===== src/rtl/fnd_bcd_scan_driver.sv =====
// Binary-to-BCD converter (shift-and-add-3, one bit per two cycles) feeding a
// 4-digit common-anode 7-segment scanner with leading-zero blanking.
module fnd_bcd_scan_driver #(
  parameter int DATA_W   = 14,
  parameter int SCAN_DIV = 100000
) (
  input  logic              clk,
  input  logic              reset,
  input  logic [DATA_W-1:0] i_data,
  input  logic              i_load,
  output logic              o_busy,
  output logic [15:0]       o_bcd,
  output logic              o_ovf,
  output logic [3:0]        o_fnd_com,
  output logic [7:0]        o_fnd_font
);

  localparam int CNT_W  = $clog2(DATA_W + 1);
  localparam int SCAN_W = (SCAN_DIV > 1) ? $clog2(SCAN_DIV) : 1;
  localparam logic [CNT_W-1:0]  LAST_ITER = CNT_W'(DATA_W);
  localparam logic [SCAN_W-1:0] SCAN_TC   = SCAN_W'(SCAN_DIV - 1);

  typedef enum logic [1:0] {IDLE, ADJ, SHF, DONE} state_t;

  state_t            state, state_next;
  logic [DATA_W-1:0] bin_q, bin_next;
  logic [15:0]       scr_q, scr_next;
  logic [CNT_W-1:0]  cnt_q, cnt_next;
  logic              ovf_cap, ovf_cap_next;
  logic              busy_next;
  logic [15:0]       bcd_next;
  logic              ovf_next;

  // Conversion FSM: next-state and datapath
  always_comb begin
    // NOTE: every output of this block gets a default first, so no path can infer a latch.
    state_next   = state;
    bin_next     = bin_q;
    scr_next     = scr_q;
    cnt_next     = cnt_q;
    ovf_cap_next = ovf_cap;
    busy_next    = o_busy;
    bcd_next     = o_bcd;
    ovf_next     = o_ovf;

    unique case (state)
      IDLE: begin
        if (i_load) begin
          bin_next     = i_data;
          scr_next     = 16'h0000;
          cnt_next     = '0;
          ovf_cap_next = (32'(i_data) > 32'd9999);
          busy_next    = 1'b1;
          state_next   = ADJ;
        end
      end
      ADJ: begin
        for (int i = 0; i < 4; i++) begin
          if (scr_q[4*i +: 4] >= 4'd5) scr_next[4*i +: 4] = scr_q[4*i +: 4] + 4'd3;
        end
        state_next = SHF;
      end
      SHF: begin
        {scr_next, bin_next} = {scr_q, bin_q} << 1;
        cnt_next   = cnt_q + CNT_W'(1);
        state_next = (cnt_next == LAST_ITER) ? DONE : ADJ;
      end
      DONE: begin
        // Out-of-range values never reach the display as digits; show dashes instead.
        bcd_next   = ovf_cap ? 16'h0000 : scr_q;
        ovf_next   = ovf_cap;
        busy_next  = 1'b0;
        state_next = IDLE;
      end
      default: state_next = IDLE;
    endcase
  end

  // NOTE: reset is synchronous and active-high, so it lives inside the clocked block's if.
  always_ff @(posedge clk) begin
    if (reset) begin
      // NOTE: sequential state uses non-blocking assignments so all registers update together.
      state   <= IDLE;
      bin_q   <= '0;
      scr_q   <= 16'h0000;
      cnt_q   <= '0;
      ovf_cap <= 1'b0;
      o_busy  <= 1'b0;
      o_bcd   <= 16'h0000;
      o_ovf   <= 1'b0;
    end else begin
      state   <= state_next;
      bin_q   <= bin_next;
      scr_q   <= scr_next;
      cnt_q   <= cnt_next;
      ovf_cap <= ovf_cap_next;
      o_busy  <= busy_next;
      o_bcd   <= bcd_next;
      o_ovf   <= ovf_next;
    end
  end

  // Digit scanner, free-running and independent of the converter
  logic [SCAN_W-1:0] scan_cnt;
  logic [1:0]        idx, idx_next;
  logic              scan_tc;
  logic [3:0]        digit;
  logic              blank;
  logic [7:0]        font_next;

  function automatic logic [7:0] seg7(input logic [3:0] d);
    unique case (d)
      4'd0:    seg7 = 8'hC0;
      4'd1:    seg7 = 8'hF9;
      4'd2:    seg7 = 8'hA4;
      4'd3:    seg7 = 8'hB0;
      4'd4:    seg7 = 8'h99;
      4'd5:    seg7 = 8'h92;
      4'd6:    seg7 = 8'h82;
      4'd7:    seg7 = 8'hF8;
      4'd8:    seg7 = 8'h80;
      4'd9:    seg7 = 8'h90;
      default: seg7 = 8'hFF;
    endcase
  endfunction

  assign scan_tc  = (scan_cnt == SCAN_TC);
  assign idx_next = scan_tc ? idx + 2'd1 : idx;
  assign digit    = o_bcd[4*idx_next +: 4];

  // A digit is blank when it and every higher digit are zero; ones is never blank.
  always_comb begin
    blank = 1'b0;
    unique case (idx_next)
      2'd1:    blank = (o_bcd[15:4]  == 12'h000);
      2'd2:    blank = (o_bcd[15:8]  == 8'h00);
      2'd3:    blank = (o_bcd[15:12] == 4'h0);
      default: blank = 1'b0;
    endcase
    if (o_ovf)      font_next = 8'hBF;
    else if (blank) font_next = 8'hFF;
    else            font_next = seg7(digit);
  end

  always_ff @(posedge clk) begin
    if (reset) begin
      scan_cnt   <= '0;
      idx        <= 2'd0;
      o_fnd_com  <= 4'b1110;
      o_fnd_font <= 8'hC0;
    end else begin
      scan_cnt   <= scan_tc ? '0 : scan_cnt + SCAN_W'(1);
      idx        <= idx_next;
      o_fnd_com  <= ~(4'b0001 << idx_next);
      o_fnd_font <= font_next;
    end
  end

endmodule

===== config.mk =====
export PLATFORM = sky130hd
export DESIGN_NAME = fnd_bcd_scan_driver
export DESIGN_NICKNAME = d
export VERILOG_FILES = /design/src/rtl/fnd_bcd_scan_driver.sv
export SDC_FILE = /design/constraint.sdc
export NUM_CORES = 1
export LEC_CHECK = 0
export ABC_AREA = 1
export BUFFER_PORTS_ARGS = -buffer_cell sky130_fd_sc_hd__buf_4
export CORE_MARGIN = 2
export CORE_UTILIZATION = 40
export CTS_CLUSTER_DIAMETER = 60
export DETAILED_ROUTE_END_ITERATION = 16
export PLACE_DENSITY = 0.67
export SKIP_LAST_GASP = 1
export SLEW_MARGIN = 0
export SYNTH_ARGS = -nofsm -noshare
export SYNTH_HDL_FRONTEND = slang
export SYNTH_SLANG_ARGS = --single-unit

===== constraint.sdc =====
create_clock -name clk -period 3.1 [get_ports clk]
set_clock_uncertainty 0.2 [all_clocks]
set_input_delay 0.155 -clock clk [delete_from_list [all_inputs] [get_ports clk]]
set_output_delay 0.155 -clock clk [all_outputs]
set_load 0.03 [all_outputs]

==> flow_summary.yaml, run 1 <==
status:
  status: "completed"
power:
  switching_share_pct: 27.67
  power.density_nw_per_um2: 419.1
  power.internal_uw: 1540
  pwr-share-seq_pct: 54.4
  netSwitchingPower_uw: 589.0
  combPwrFrac_pct: 12.6
  p_clk_share_pct: 33.0
  irDropWorstVdd_uv: 241.4
  p_leak_uw: 0.001986
drt:
  firstDrtPassIters: 5
  route.detailed.drc: 0
  wirelength_um: 10260
  via_count: 3996
  postRouteAntennaNets: 0
  wire_per_inst_um: 12.99
  first_iter_violations: 228
  viasPerCell: 5.058
global_route:
  grt_pass1_wl_um: 17280
  grt_usage_pct: 18.61
  grt_overflow: 0
  grt_max_degree: 48
  grt_pass1_vias: 3749
  antenna_found_initial: 0
timing:
  setup_viol: 0
  drv_slew: 0
  rsz0062_at_grt: "false"
  finalCritPeriodShare_pct: 82.66
  tightest_slew_ps: 701.5
  max_freq_mhz: 390.2
  finalCriticalPeriod_ps: 2563
  setup_tns_ps: 0
  relSlewSlack_pct: 53.18
  finalHoldViolCount: 0
  holdWs_ps: 167.7
clocking:
  htreeDepth: 3
  clock_path_buffers: 2
  path_clk_slew_ps: 90
  post_cts_buffers: 0
  clk_latency_ps: 360
  cts_tree: "yes"
  cts-root-buf: "clkbuf_8"
  clock-sinks: 85
  cts_hold_buffers: 15
  cts_resized: 0
  numCtsBuffers: 9
layout:
  mostFrequentLayoutCells: "nand2_1 (143), dfxtp_1 (85), inv_1 (66), a21oi_1 (52), buf_4 (52)"
  nNetsFinal: 682
  final.fill_count: 1055
  postLayoutCoreUtil_pct: 48.97
  drive_gt1_share_pct: 14.98
  synthToLayoutAreaGrowth_pct: 18.51
  num_antenna_cells: 0
  fin_cells: 790
  layout_commonest_cell: "nand2_1"
setup_path:
  cp_max_fo: 18
  regToRegSetupSlack_ps: 540
  r2r_start: "scan_cnt[0]"
  cp-end-kind: "register"
  cp_slowest_cell: "dfxtp_1"
  arrival_ps: 2610
  cp-start-kind: "register"
  path_cells: "ha_1 -> nand2_2 -> nor2_4 -> nand2_2 -> nor2_4 -> nand3_4 -> nand2_4 -> nand2_1 -> nand3_1 -> nand2_2 -> ha_1 -> inv_1 -> nor2_1 -> o21ai_1 -> inv_1"
  worstSetupPathType: "reg2reg"
  crit_top_cell: "nand2_2"
  rr_endpoint: "o_fnd_font[1]"
  required_ps: 3150
  r2r_cells: 15
  slowest_delay_ps: 360
floorplanning:
  die_y_um: 107.5
  die_width_um: 107.5
  die-area_um2: 11560
  core_um2: 10370
  io_pins: 47
  fp-row-count: 37
  initial_core_util_pct: 41.32
placed_design:
  dpl.hpwl_um: 7449
  numPortBuffers: 45
  globalplace.congestion: 0.8434
  dpl.cell_count: 759
synth:
  syn_nets: 625
  yosysUniqueCellTypes: 44
  synth-seq-cells: 85
  yosysWarnings: 0
  synthesis.area_um2: 4285
  synthCells: 592
  avgSynthCellArea_um2: 7.239
  synth-seq-area-share_pct: 39.71
hold_path:
  hold_path_end: "scr_q[6]"
  min_from: "reset"
  hold_class: "in2reg"
  min_path_cells: 3
run:
  cap_violations: 0
## metrics by stage
step,total power (uW),setup WS [ps],area (um^2)
after floorplan,1353,792.3,4285
after global placement,1426,654.9,4752
after detailed placement,1435,526.5,4752
after CTS,2151,510.3,5079
after global routing,2227,280.3,5079
final,2129,537.5,5079
## per-layer routing
layer  global-route usage, %  part of all wire, %
met1                   22.00                   44
met2                   32.75                   50
met3                   4.237                  4.1
met4                   6.868                  1.9
met5                       0                    0
## power groups by stage
stage | sequential [uW] | clock [uW] | combinational [uW]
6_report | 1160 | 703 | 268
5_1_grt | 1160 | 764 | 300
4_1_cts | 1160 | 726 | 268
3_5_place_dp | 1180 | 0 | 252
3_3_place_gp | 1180 | 0 | 244
2_1_floorplan | 1180 | 0 | 168
## registers in the layout, summed over array words and instances (netlist names)
| register | count |
|---|---|
| o_busy | 1 |
| ovf_cap | 1 |
| o_fnd_com | 4 |
| scan_cnt | 17 |
| scr_q | 16 |
| state | 2 |
| bin_q | 14 |
| o_fnd_font | 7 |
| idx | 2 |
| o_ovf | 1 |
| cnt_q | 4 |
| o_bcd | 16 |
## cell type report
type	instances	area, um^2	share of cell area, %
Inverter	72	270.3	5.322
Timing Repair Buffer	67	540.5	10.64
Sequential cell	85	1702	33.51
Tap cell	136	170.2	3.351
Clock buffer	10	137.6	2.710
Clock inverter	6	38.79	0.7637
Multi-Input combinational cell	414	2220	43.71
## cells in the mapped netlist (all sizes together)
cell	count	area, um^2
nand3b	1	7.510
clkinv	2	7.510
xor2	9	78.83
nor2	49	211.5
a31oi	13	81.33
a21o	1	7.510
a21oi	53	269.0
a221oi	1	8.760
dfxtp	85	1702
o311ai	1	8.760
o22ai	15	93.84
or2	1	6.260
a211oi	2	15.01
a311oi	1	8.760
o21ai	29	148.9
nand3	36	220.2
a2111o	2	22.52
ha	16	200.2
xnor2	3	26.28
a211o	1	8.760
o21a	2	15.01
nor3	6	30.03
nand2	155	631.8
nor4	3	25.02
conb	1	3.750
a22oi	4	30.03
clkbuf	17	63.81
nand4	6	37.54
inv	70	262.8
nor3b	3	22.52
buf	4	30.03
## worst max-delay path, delay by kind of cell (launching register included)
kind	cells	cell delay [ps]
AOI/OAI and AO/OA	1	120
adders and majority gates	2	500
buffers and inverters	2	130
DFF	1	360
and+or+nand+nor	10	1160
## worst max path at each step
| stage | from | end | slack [ps] |
|---|---|---|---|
| after floorplan | scan_cnt[0] | o_fnd_font[3] | 790 |
| after global placement | scan_cnt[0] | o_fnd_font[1] | 650 |
| after detailed placement | scan_cnt[0] | o_fnd_font[1] | 530 |
| after CTS | scan_cnt[0] | o_fnd_font[1] | 510 |
| after global routing | scan_cnt[0] | o_fnd_font[6] | 280 |
| final | scan_cnt[0] | o_fnd_font[1] | 540 |
## kinds of logic after synthesis
kind of cell / synth area share [%]
buffers and inverters: 8.496
adders and majority gates: 4.671
other: 0.08751
xor gates and xnor gates: 2.453
AOI/OAI and AO/OA: 16.76
and+or+nand+nor: 27.82
DFF: 39.71
Power figures use the tool's default switching activity.
==> inputs of run 2 (changes only) <==
--- a/config.mk
+++ b/config.mk
@@ -11,7 +11,7 @@
 export CORE_UTILIZATION = 40
 export CTS_CLUSTER_DIAMETER = 60
 export DETAILED_ROUTE_END_ITERATION = 16
-export PLACE_DENSITY = 0.67
+export PLACE_DENSITY = 0.69
 export SKIP_LAST_GASP = 1
 export SLEW_MARGIN = 0
 export SYNTH_ARGS = -nofsm -noshare
==> constraint.sdc (replaced) <==
create_clock -name clk -period 2.21 [get_ports clk]
set_clock_uncertainty 0.2 [all_clocks]
set_input_delay 0.1105 -clock clk [delete_from_list [all_inputs] [get_ports clk]]
set_output_delay 0.1105 -clock clk [all_outputs]
set_load 0.03 [all_outputs]
==> run 2 against run 1 <==
The flow now finishes with violations (setup timing). Final cell count up 4.3%. Combinational power up 56%. Sequential power up 41%. Critical path type unchanged.
==> flow_summary.yaml, run 2 (synthesis gave the netlist of run 1 again) <==
timing:
  finalCriticalPeriod_ps: 2354
  finalCritPeriodShare_pct: 106.5
  relSlewSlack_pct: 64.90
  drv_slew: 0
  setup_viol: 7
  tightest_slew_ps: 526.5
  max_freq_mhz: 424.9
  finalHoldViolCount: 0
  rsz0062_at_grt: "true"
  setup_slack_ps: -143.6
clocking:
  path_clk_slew_ps: 100
  htreeDepth: 3
  cts_tree: "yes"
  numCtsBuffers: 9
  cts-root-buf: "clkbuf_8"
  clk_latency_ps: 350
  clock-sinks: 85
  clock_path_buffers: 2
drt:
  viasPerCell: 5.062
  wire_per_inst_um: 13.37
  via_count: 4171
  wirelength_um: 11020
  firstDrtPassIters: 7
  first_iter_violations: 251
  route.detailed.drc: 0
  postRouteAntennaNets: 0
run:
  cap_violations: 0
global_route:
  grt_max_degree: 48
  grt_overflow: 0
  grt_pass1_vias: 3929
  grt_use_met2_pct: 33.69
  top_usage_layer: "met2"
  use_met3_pct: 3.329
  grt_pass1_wl_um: 18130
  antenna_found_initial: 0
  grt_usage_pct: 19.29
  grt_use_met1_pct: 24.12
layout:
  drive_gt1_share_pct: 23.55
  top_register: "scan_cnt"
  nNetsFinal: 716
  layout_commonest_cell: "nand2_1"
  fin_area_um2: 5613
  synthToLayoutAreaGrowth_pct: 30.98
  biggestRegsByFlops: "scan_cnt (17), o_bcd (16), scr_q (16)"
  largest_register_ff_count: 17
  num_antenna_cells: 0
  fin_cells: 824
  mostFrequentLayoutCells: "nand2_1 (134), dfxtp_1 (83), buf_4 (78), inv_1 (63), a21oi_1 (49)"
power:
  irDropWorstVdd_uv: 319.0
  p_clk_share_pct: 37.3
  netSwitchingPower_uw: 853.3
  combPwrFrac_pct: 12.8
  power.density_nw_per_um2: 581.1
  pwr-share-seq_pct: 49.8
  switching_share_pct: 26.16
  power.internal_uw: 2409
  p_leak_uw: 0.002237
setup_path:
  cp-end-kind: "register"
  crit_top_cell: "nand2_4"
  required_ps: 2250
  cp_slowest_cell: "dfxtp_2"
  slowest_delay_ps: 360
  worstSetupPathType: "reg2reg"
  cp_max_fo: 5
  cp-start-kind: "register"
  cp_top_family: "simple AND/OR/NAND/NOR gates"
  arrival_ps: 2390
  path_cells: "ha_4 -> nand2_4 -> nor2_4 -> nand2_2 -> nor2_4 -> nand3_4 -> nand2_4 -> nand2_4 -> buf_6 -> nand3_2 -> nand4_1 -> clkinv_1 -> nand2_1 -> o21ai_1 -> inv_1"
  path_buf_inv: 3
floorplanning:
  initial_core_util_pct: 41.32
  die-area_um2: 11560
  io_pins: 47
  core_um2: 10370
  die_width_um: 107.5
  fp-row-count: 37
  die_y_um: 107.5
placed_design:
  numPortBuffers: 45
  dpl.cell_count: 787
  globalplace.congestion: 0.8775
  place_worst_setup_slack_ps: -79.18
  place_area_um2: 4995
  dpl.hpwl_um: 7655
status:
  violations: "setup timing"
  status: "complete, but fails checks"
hold_path:
  hold_class: "reg2reg"
==> run 2: per-stage QoR <==
stage          utilization (%)  TNS [ps]  total power [uW]  hold slack [ps]
2_1_floorplan                -    -47.44              1902            71.38
3_3_place_gp             48.17    -46.39              2038            188.8
3_5_place_dp             48.17    -402.3              2051            198.1
4_1_cts                  52.51    -287.7              3289            274.0
5_1_grt                  54.13     -1713              3410            297.6
6_report                 54.13    -857.0              3262            271.5
==> run 2: path summary, 6_finish.rpt <==
path | startpoint | endpoint | slack (ps) | cells after the start
worst min register to register | bin_q[0] | bin_q[0] | 270 | 2
worst min-delay path | bin_q[0] | bin_q[0] | 270 | 2
worst max-delay path | scan_cnt[0] | o_fnd_font[1] | -140 | 15
worst max register to register | scan_cnt[0] | o_fnd_font[1] | -140 | 15
==> run 2: worst reg2reg max path, stage by stage (launching register included) <==
cell and delay (ps):
dfxtp_2 360, ha_4 150, nand2_4 60, nor2_4 130, nand2_2 80, nor2_4 170
nand3_4 170, nand2_4 130, nand2_4 90, buf_6 130, nand3_2 50, nand4_1 170
clkinv_1 110, nand2_1 60, o21ai_1 140, inv_1 50
==> run 2: layout make-up <==
| cell class | count | area, um^2 |
|---|---|---|
| Clock buffer | 10 | 127.6 |
| Clock inverter | 6 | 93.84 |
| Fill cell | 984 | 4757 |
| Inverter | 72 | 280.3 |
| Multi-Input combinational cell | 416 | 2435 |
| Sequential cell | 85 | 1704 |
| Tap cell | 136 | 170.2 |
| Timing Repair Buffer | 99 | 802.0 |
==> run 2: power groups by stage <==
stage	Sequential (uW)	Clock [uW]	Combinational, uW
floorplan	1660	0	238
global placement	1660	0	379
detailed placement	1660	0	390
CTS	1630	1250	413
global route	1630	1310	469
finish	1630	1220	418
==> run 2: per-layer routing <==
layer | vias up | wire (um)
met5 | - | 0
met3 | 20 | 359
met1 | 1932 | 4816
met4 | 0 | 231
li1 | 2130 | -
met2 | 89 | 5611
==> run 2: repair_timing <==
| action | 4_1_cts | 5_1_grt |
|---|---|---|
| buffers inserted | 1 | 2 |
| pin swaps | 16 | 10 |
| endpoints found under the hold margin | 21 | 0 |
| cloned | 2 | 0 |
| setup endpoints to repair | 7 | 11 |
| hold buffers | 16 | 0 |
| gates resized for setup | 9 | 38 |
